## src/rtl/fetch_pkg.sv

```systemverilog
// Shared definitions for the instruction fetch slice.
//   ILEN             : instruction word width
//   RESET_PC_DEFAULT : default first fetch address after reset
//   NOP              : canonical no-op encoding (addi x0, x0, 0)
package fetch_pkg;

  localparam int ILEN = 32;
  localparam logic [31:0] RESET_PC_DEFAULT = 32'h0000_0000;
  localparam logic [31:0] NOP = 32'h0000_0013;

endpackage

```

## src/rtl/fetch_fifo.sv

```systemverilog
// Synchronous first-word-fall-through FIFO holding fetched {instr, pc} pairs.
// Ports:
//   clk, reset  : clock, synchronous active-high reset
//   flush       : discards all entries; wins over push and pop
//   push        : write push_data at the tail
//   push_data   : entry to write
//   pop         : advance the head (caller guarantees count != 0)
//   head_data   : entry at the head (meaningful only when count != 0)
//   count       : number of valid entries, 0..DEPTH
module fetch_fifo #(
  parameter int WIDTH = 64,
  parameter int DEPTH = 4
) (
  input  logic                     clk,
  input  logic                     reset,
  input  logic                     flush,
  input  logic                     push,
  input  logic [WIDTH-1:0]         push_data,
  input  logic                     pop,
  output logic [WIDTH-1:0]         head_data,
  output logic [$clog2(DEPTH):0]   count
);

  localparam int PW = $clog2(DEPTH);

  logic [WIDTH-1:0] mem [DEPTH];
  logic [PW-1:0]    wr_ptr_reg;
  logic [PW-1:0]    rd_ptr_reg;
  logic [PW:0]      count_reg;

  // DEPTH is a power of two, so the pointers wrap at DEPTH naturally.
  always_ff @(posedge clk) begin
    if (reset || flush) begin
      wr_ptr_reg <= '0;
      rd_ptr_reg <= '0;
      count_reg  <= '0;
    end else begin
      if (push) wr_ptr_reg <= wr_ptr_reg + PW'(1);
      if (pop)  rd_ptr_reg <= rd_ptr_reg + PW'(1);
      count_reg <= count_reg + (PW+1)'(push) - (PW+1)'(pop);
    end
  end

  // Storage is left unreset; count gates whether the head is meaningful.
  always_ff @(posedge clk) begin
    if (push && !flush && !reset) mem[wr_ptr_reg] <= push_data;
  end

  assign head_data = mem[rd_ptr_reg];
  assign count     = count_reg;

endmodule

```

## src/rtl/fetch_unit.sv

```systemverilog
// Instruction fetch front end with a credit-limited prefetch buffer.
// Issues sequential word-aligned fetches, buffers in-order responses with
// their PCs, hands them to decode, and squashes everything in flight on a
// redirect.
// Ports:
//   clk, reset                     : clock, synchronous active-high reset
//   imem_req_valid/ready/addr      : fetch request handshake and address
//   imem_rsp_valid/data            : in-order response, no backpressure
//   redirect_valid/redirect_pc     : single-cycle control-flow redirect
//   dec_valid/ready, dec_instr/pc  : instruction handoff to decode
module fetch_unit
  import fetch_pkg::*;
#(
  parameter int XLEN  = 32,
  parameter int DEPTH = 4,
  parameter logic [XLEN-1:0] RESET_PC = XLEN'(RESET_PC_DEFAULT)
) (
  input  logic            clk,
  input  logic            reset,
  output logic            imem_req_valid,
  input  logic            imem_req_ready,
  output logic [XLEN-1:0] imem_req_addr,
  input  logic            imem_rsp_valid,
  input  logic [ILEN-1:0] imem_rsp_data,
  input  logic            redirect_valid,
  input  logic [XLEN-1:0] redirect_pc,
  output logic            dec_valid,
  input  logic            dec_ready,
  output logic [ILEN-1:0] dec_instr,
  output logic [XLEN-1:0] dec_pc
);

  localparam int CW = $clog2(DEPTH) + 1;
  localparam int PW = $clog2(DEPTH);
  localparam int EW = ILEN + XLEN;

  logic [XLEN-1:0] fetch_pc_reg, fetch_pc_next;
  logic [CW-1:0]   outstanding_reg, outstanding_next;
  logic [CW-1:0]   discard_reg, discard_next;
  logic [CW-1:0]   count;
  logic [CW:0]     credits_used;
  logic            req_fire, push, pop;
  logic [XLEN-1:0] redirect_target;
  logic [EW-1:0]   head_data;

  // PCs of accepted requests, consumed in order as responses return.
  logic [XLEN-1:0] pc_mem [DEPTH];
  logic [PW-1:0]   pc_wr_reg, pc_rd_reg;
  logic [XLEN-1:0] rsp_pc;

  // Buffered plus in-flight never exceeds DEPTH, so the buffer cannot overflow.
  assign credits_used   = {1'b0, count} + {1'b0, outstanding_reg};
  assign imem_req_valid = !reset && (credits_used < (CW+1)'(DEPTH));
  assign imem_req_addr  = fetch_pc_reg;
  assign req_fire       = imem_req_valid && imem_req_ready;

  assign redirect_target = redirect_pc & ~XLEN'(3);
  assign rsp_pc          = pc_mem[pc_rd_reg];

  // A response is stale if it lands in a redirect cycle or is still owed
  // to a pre-redirect request.
  assign push = imem_rsp_valid && !redirect_valid && (discard_reg == '0);

  assign dec_valid = (count != '0) && !redirect_valid;
  assign pop       = dec_valid && dec_ready;
  assign dec_instr = (count != '0) ? head_data[EW-1:XLEN] : '0;
  assign dec_pc    = (count != '0) ? head_data[XLEN-1:0]  : '0;

  assign outstanding_next = outstanding_reg + CW'(req_fire) - CW'(imem_rsp_valid);

  always_comb begin
    fetch_pc_next = fetch_pc_reg;
    discard_next  = discard_reg;
    if (redirect_valid) begin
      // Every request still in flight, including one firing now, is stale.
      fetch_pc_next = redirect_target;
      discard_next  = outstanding_next;
    end else begin
      if (req_fire) fetch_pc_next = fetch_pc_reg + XLEN'(4);
      if (imem_rsp_valid && (discard_reg != '0)) discard_next = discard_reg - CW'(1);
    end
  end

  always_ff @(posedge clk) begin
    if (reset) begin
      fetch_pc_reg    <= RESET_PC;
      outstanding_reg <= '0;
      discard_reg     <= '0;
      pc_wr_reg       <= '0;
      pc_rd_reg       <= '0;
    end else begin
      fetch_pc_reg    <= fetch_pc_next;
      outstanding_reg <= outstanding_next;
      discard_reg     <= discard_next;
      if (req_fire)       pc_wr_reg <= pc_wr_reg + PW'(1);
      if (imem_rsp_valid) pc_rd_reg <= pc_rd_reg + PW'(1);
    end
  end

  always_ff @(posedge clk) begin
    if (req_fire) pc_mem[pc_wr_reg] <= fetch_pc_reg;
  end

  fetch_fifo #(
    .WIDTH (EW),
    .DEPTH (DEPTH)
  ) u_fifo (
    .clk       (clk),
    .reset     (reset),
    .flush     (redirect_valid),
    .push      (push),
    .push_data ({imem_rsp_data, rsp_pc}),
    .pop       (pop),
    .head_data (head_data),
    .count     (count)
  );

endmodule

```

## config.mk

```make
export PLATFORM = sky130hd
export DESIGN_NAME = fetch_unit
export DESIGN_NICKNAME = d
export VERILOG_FILES = /design/src/rtl/fetch_pkg.sv /design/src/rtl/fetch_fifo.sv /design/src/rtl/fetch_unit.sv
export SDC_FILE = /design/constraint.sdc
export NUM_CORES = 1
export LEC_CHECK = 0
export ABC_AREA = 1
export BUFFER_PORTS_ARGS = -buffer_cell sky130_fd_sc_hd__buf_4
export CORE_MARGIN = 1.5
export CORE_UTILIZATION = 33
export CTS_CLUSTER_DIAMETER = 150
export CTS_CLUSTER_SIZE = 12
export DETAILED_ROUTE_END_ITERATION = 8
export PLACE_DENSITY = 0.52
export SLEW_MARGIN = 20
export SYNTH_ARGS = -nofsm -noshare
export SYNTH_HDL_FRONTEND = slang
export SYNTH_SLANG_ARGS = --single-unit
```

## constraint.sdc

```tcl
create_clock -name clk -period 8.82 [get_ports clk]
set_input_delay 1.764 -clock clk [delete_from_list [all_inputs] [get_ports clk]]
set_output_delay 1.764 -clock clk [all_outputs]
set_load 0.01 [all_outputs]
```

Word-level counts from Yosys, hierarchy flattened:

Memories as Yosys holds them, arrays and structs flattened. A register that Yosys moved wholly into a read port is not among the register bits.
Index checks and enable logic that the tools add are counted.

* order comparisons: 1
* mux-type cells: 14
* add/sub/neg operators: 11
* reduce and logical (&&, ||, !) cells: 18

Operator list (number)
* $mux W32: 4
* $add A32 B3 Y32 const B: 1
* $logic_and A1 B1 Y1: 9
* $add A2 B1 Y2 const B: 4
* $mux W2: 4
* $add A3 B1 Y3: 2
* $mux W3: 2
* $reduce_bool A3 Y1: 2
* $sub A3 B1 Y3: 2
* $add A3 B3 Y4: 1
* $lt A4 B3 Y1 const B: 1
* $mux W1: 4
* $reduce_bool A2 Y1: 2
* $logic_not A3 Y1: 1
* $sub A3 B1 Y3 const B: 1
* $logic_not A1 Y1: 2
* $reduce_or A2 Y1: 1
* $logic_or A1 B1 Y1: 1

* memories: 2
* word-level logic and storage cells: 55
* flip-flop bits (word level): 49
* output and inout port bits: 98
* input port bits: 70
* bits in writable memories: 384

Memories
* u_fifo.mem: depth 4, width 64, rd ports 1, clocked after memory_dff 1, write ports 1, RTL line fetch_fifo.sv:26 `logic [WIDTH-1:0] mem [DEPTH];`
* pc_mem: depth 4, width 32, rd ports 1, clocked after memory_dff 1, write ports 1, RTL line fetch_unit.sv:47 `logic [XLEN-1:0] pc_mem [DEPTH];`

Longest topological paths before layout:

* word-level depth: 7
* mapped depth: 12
* mapped depth without buffers: 11

By module:

A second synthesis with hierarchy kept.

* cells, all modules: 1607
* area total of the unflattened synthesis: 17754.5 um^2

Modules (own cells, without submodules)
* fetch_fifo: times used 1, area an instance 10023.4 um^2, cells an instance 741
* fetch_unit: times used 1, area an instance 7731.2 um^2, cells an instance 866

Worst setup path after synthesis:

OpenSTA, ideal clock, no wires.

* path type: input to register
* start: input port redirect_valid
* end: memory u_fifo.mem[0][10] (enable)
* arrival time: 4.990 ns
* setup slack: 3.348 ns
* stages on the path: 5
* required time: 8.338 ns
* cells stage by stage: buf_2 > buf_2 > nor2_1 > nand2_1 > nor2_1

* longest elaborated chain between the ends: 7

Ends and longest elaborated chain
* start, declared: RTL line fetch_unit.sv:25 `input logic redirect_valid,`
* $logic_not A1 Y1 (*): RTL line fetch_fifo.sv:46, fetch_unit.sv:62
* $logic_and A1 B1 Y1 (2 in series): RTL line fetch_unit.sv:62 `assign push = imem_rsp_valid && !redirect_valid && (discard_reg == '0);`
* $logic_and A1 B1 Y1 (*) (2 in series): RTL line fetch_fifo.sv:46 `if (push && !flush && !reset) mem[wr_ptr_reg] <= push_data;`
* $mux W1 (*): RTL line fetch_fifo.sv:46
* $mux W1 (not written as such) (*): RTL line fetch_fifo.sv:46
* end, declared: RTL line fetch_fifo.sv:26

Mark *: on every way between the ends. The rest lies on a longest branch, timed or not.

==> flow_summary.json <==
{
  "status": "finished clean",
  "cts_buffers": 40,
  "yosys_warnings": 0,
  "worst_slew_pin_slew_ns": 1.06,
  "fin_nets": 1784,
  "fin_area_um2": 20300,
  "gr-usage-all-layers_pct": 16.1,
  "fin_hold_ws_ns": 0.463,
  "fmax_ghz": 0.205,
  "total_power_mw": 4.19,
  "grt_max_degree": 91,
  "p_sw_share_pct": 23.3,
  "async_flop_share_pct": 0,
  "dominantRegCellSynth": "edfxtp_1",
  "p_sw_mw": 0.975,
  "fp.dieArea_um2": 53800,
  "critPathCaptureType": "output port",
  "syn_avg_cell_area_um2": 11.1,
  "reg2reg_slack_ns": 5.65,
  "min_period_ns": 4.87,
  "rr_worst_depth": 11,
  "die_x_um": 232,
  "drc": 0,
  "gp_congestion": 0.827,
  "whs_path_depth": 2,
  "vias": 11600,
  "routedWlPerCell_um": 18.1,
  "critPathKind": "register to output port",
  "p_leak_nw": 7.24,
  "finalSetupTns_ns": 0,
  "combPwrFrac_pct": 8.2,
  "ys_types": 32,
  "peakVddDrop_mv": 0.104,
  "placed_area_um2": 19200,
  "setup.worst_path.start_class": "register",
  "port_buffers": 161,
  "hpwl_mm": 24.6,
  "critical_path_required_ns": 7.06,
  "arrival_ns": 3.11,
  "relSlewSlack_pct": 29.3,
  "die_y_um": 232,
  "antenna_found_initial": 0,
  "wl_mm": 43.4,
  "grt_pass1_vias": 11300,
  "intPower_mw": 3.21,
  "crit_fanout": 90,
  "initial_core_util_pct": 33.5,
  "postCtsSetupBuffers": 0,
  "utilization_pct": 39.4,
  "insertion_delay_ns": 0.56,
  "first_pass_iters": 5,
  "powerDensity_nw_per_um2": 206,
  "largest_register_ffs": 248,
  "yosysSeqAreaShare_pct": 69.7,
  "p_seq_share_pct": 54.7,
  "cts_tree": "done",
  "final.period_utilization_pct": 55.2,
  "clock-sinks": 419,
  "holdBufCountCts": 0,
  "grt_pass1_wl_mm": 66.0,
  "finalSetupViolCount": 0,
  "r2r_start": "u_fifo.count[2]$_SDFF_PP0_",
  "io_pins": 168,
  "hold_class": "register to register",
  "syn_area_um2": 17300,
  "ys_ff_latch": 419,
  "grt_overflow_total": 0,
  "rows": 83,
  "fin_worst_skew_ns": 0.0218,
  "drive_above_1_share_pct": 14.7,
  "synth_cells": 1556,
  "n_antenna_cell": 0,
  "slew_violations": 0,
  "clk_pin_slew_worst_paths_ns": 0.06,
  "r2r_end": "discard_reg[2]$_SDFFE_PP0P_",
  "ant_nets": 0,
  "coreArea_um2": 51600,
  "drtIter0Drc": 749,
  "drv_cap": 0,
  "avgViaCountPerCell": 4.83,
  "area_growth_pct": 17.3,
  "synth_edf_count": 368,
  "min_from": "u_fifo.rd_ptr_reg[1]$_SDFFE_PP0P_",
  "p_clk_share_pct": 37.1,
  "final_hold_viol_count": 0,
  "rsz0062_at_grt": "false",
  "top_register": "u_fifo.mem",
  "clockRootBuffer": "clkbuf_16",
  "h-tree-depth": 2,
  "fillers": 4950,
  "post_cts_resized": 0,
  "clockBufferDepth": 3
}
[worst max-delay path, cell delays in order, from the launching register on]
cell	delay [ns]
dfxtp_4	0.53
inv_2	0.52
buf_4	0.74
o21ai_0	0.20
a21oi_1	0.29
buf_4	0.18
[stage by stage]
step	setup slack, ns	std cells
floorplan	3.35	1559
global placement	4.35	2332
detailed placement	4.28	2332
CTS	3.80	2391
global route	3.62	2392
finish	3.95	2392
[cells in the final DEF, fill, tap and decap left out, drive strengths merged]
cell | netlist | final
nand2 | 148 | 148
nand4 | 1 | 1
a31oi | 4 | 4
buf | 33 | 179
xor2 | 6 | 6
dfxtp | 51 | 51
ha | 17 | 17
nor2 | 374 | 374
o21bai | 6 | 6
and2 | 1 | 1
edfxtp | 368 | 368
clkinv | 0 | 1
clkbuf | 52 | 57
a21oi | 100 | 100
o21ai | 211 | 211
xnor2 | 2 | 2
nand3 | 52 | 52
o22ai | 30 | 30
nand3b | 1 | 1
inv | 92 | 93
conb | 1 | 4
a221oi | 1 | 1
fa | 2 | 2
nor3 | 3 | 3
[per-layer routing]
layer / global-route usage, % / wire length [um] / vias to the layer above
met5: 0 / 0 / -
met4: 4.42 / 832 / 0
met3: 2.58 / 2020 / 51
met2: 27.1 / 20800 / 257
met1: 21.3 / 19700 / 5602
li1: - / - / 5641
[power by group through the flow]
| stage | clock, mW | combinational, mW | sequential, mW |
|---|---|---|---|
| after floorplan | 0 | 0.198 | 2.32 |
| after global placement | 0 | 0.337 | 2.33 |
| after detailed placement | 0 | 0.347 | 2.33 |
| after CTS | 1.60 | 0.348 | 2.29 |
| after global routing | 1.67 | 0.386 | 2.30 |
| final | 1.55 | 0.343 | 2.29 |
[synth_stat cells (4+ instances only)]
cell type    n  area, um^2
buf_4        8        60.1
inv_1       90         338
o22ai_1     30         188
nor2_4       7        78.8
a21oi_1    100         500
xor2_1       6        52.6
o21ai_0    211        1060
nand3_1     52         260
buf_1        5        18.8
o21bai_1     6        45.0
ha_1        17         213
dfxtp_1     51        1020
a31oi_1      4        25.0
clkbuf_1    52         195
buf_2       20         100
nor2_1     362        1360
edfxtp_1   368       11100
nand2_1    145         544
nor2_2       5        31.3
[cells by family (layout without fill, tap and decap cells)]
| family | after synthesis | in the layout | synth area share, % |
|---|---|---|---|
| AO/OA/AOI/OAI | 352 | 352 | 10.5 |
| XOR/XNOR | 8 | 8 | 0.405 |
| adder cells (fa/ha/maj) | 19 | 19 | 1.46 |
| buffers and inverters | 177 | 330 | 4.16 |
| flip-flops | 419 | 419 | 69.7 |
| other | 1 | 4 | 0.0217 |
| AND/OR/NAND/NOR | 580 | 580 | 13.7 |
[cell type report]
type / count / area [um^2] / share of cell area (%)
multi-input combinational: 963 / 4570 / 22.5
clock buffer: 57 / 1090 / 5.35
sequential: 419 / 12100 / 59.5
clock inverter: 2 / 17.5 / 0.0862
timing repair buffer: 179 / 1360 / 6.71
inverter: 92 / 347 / 1.71
tap: 680 / 851 / 4.19
[worst max-delay path by stage]
stage	end	slack [ns]	cells after the start
final	dec_pc[26]	3.95	5
after global routing	dec_pc[26]	3.62	5
after CTS	dec_pc[23]	3.80	5
after detailed placement	discard_reg[2]$_SDFFE_PP0P_	4.28	11
after global placement	discard_reg[2]$_SDFFE_PP0P_	4.35	11
after floorplan	u_fifo.mem[0][10]$_DFFE_PP_	3.35	5
(Power assumes the default switching activity.)
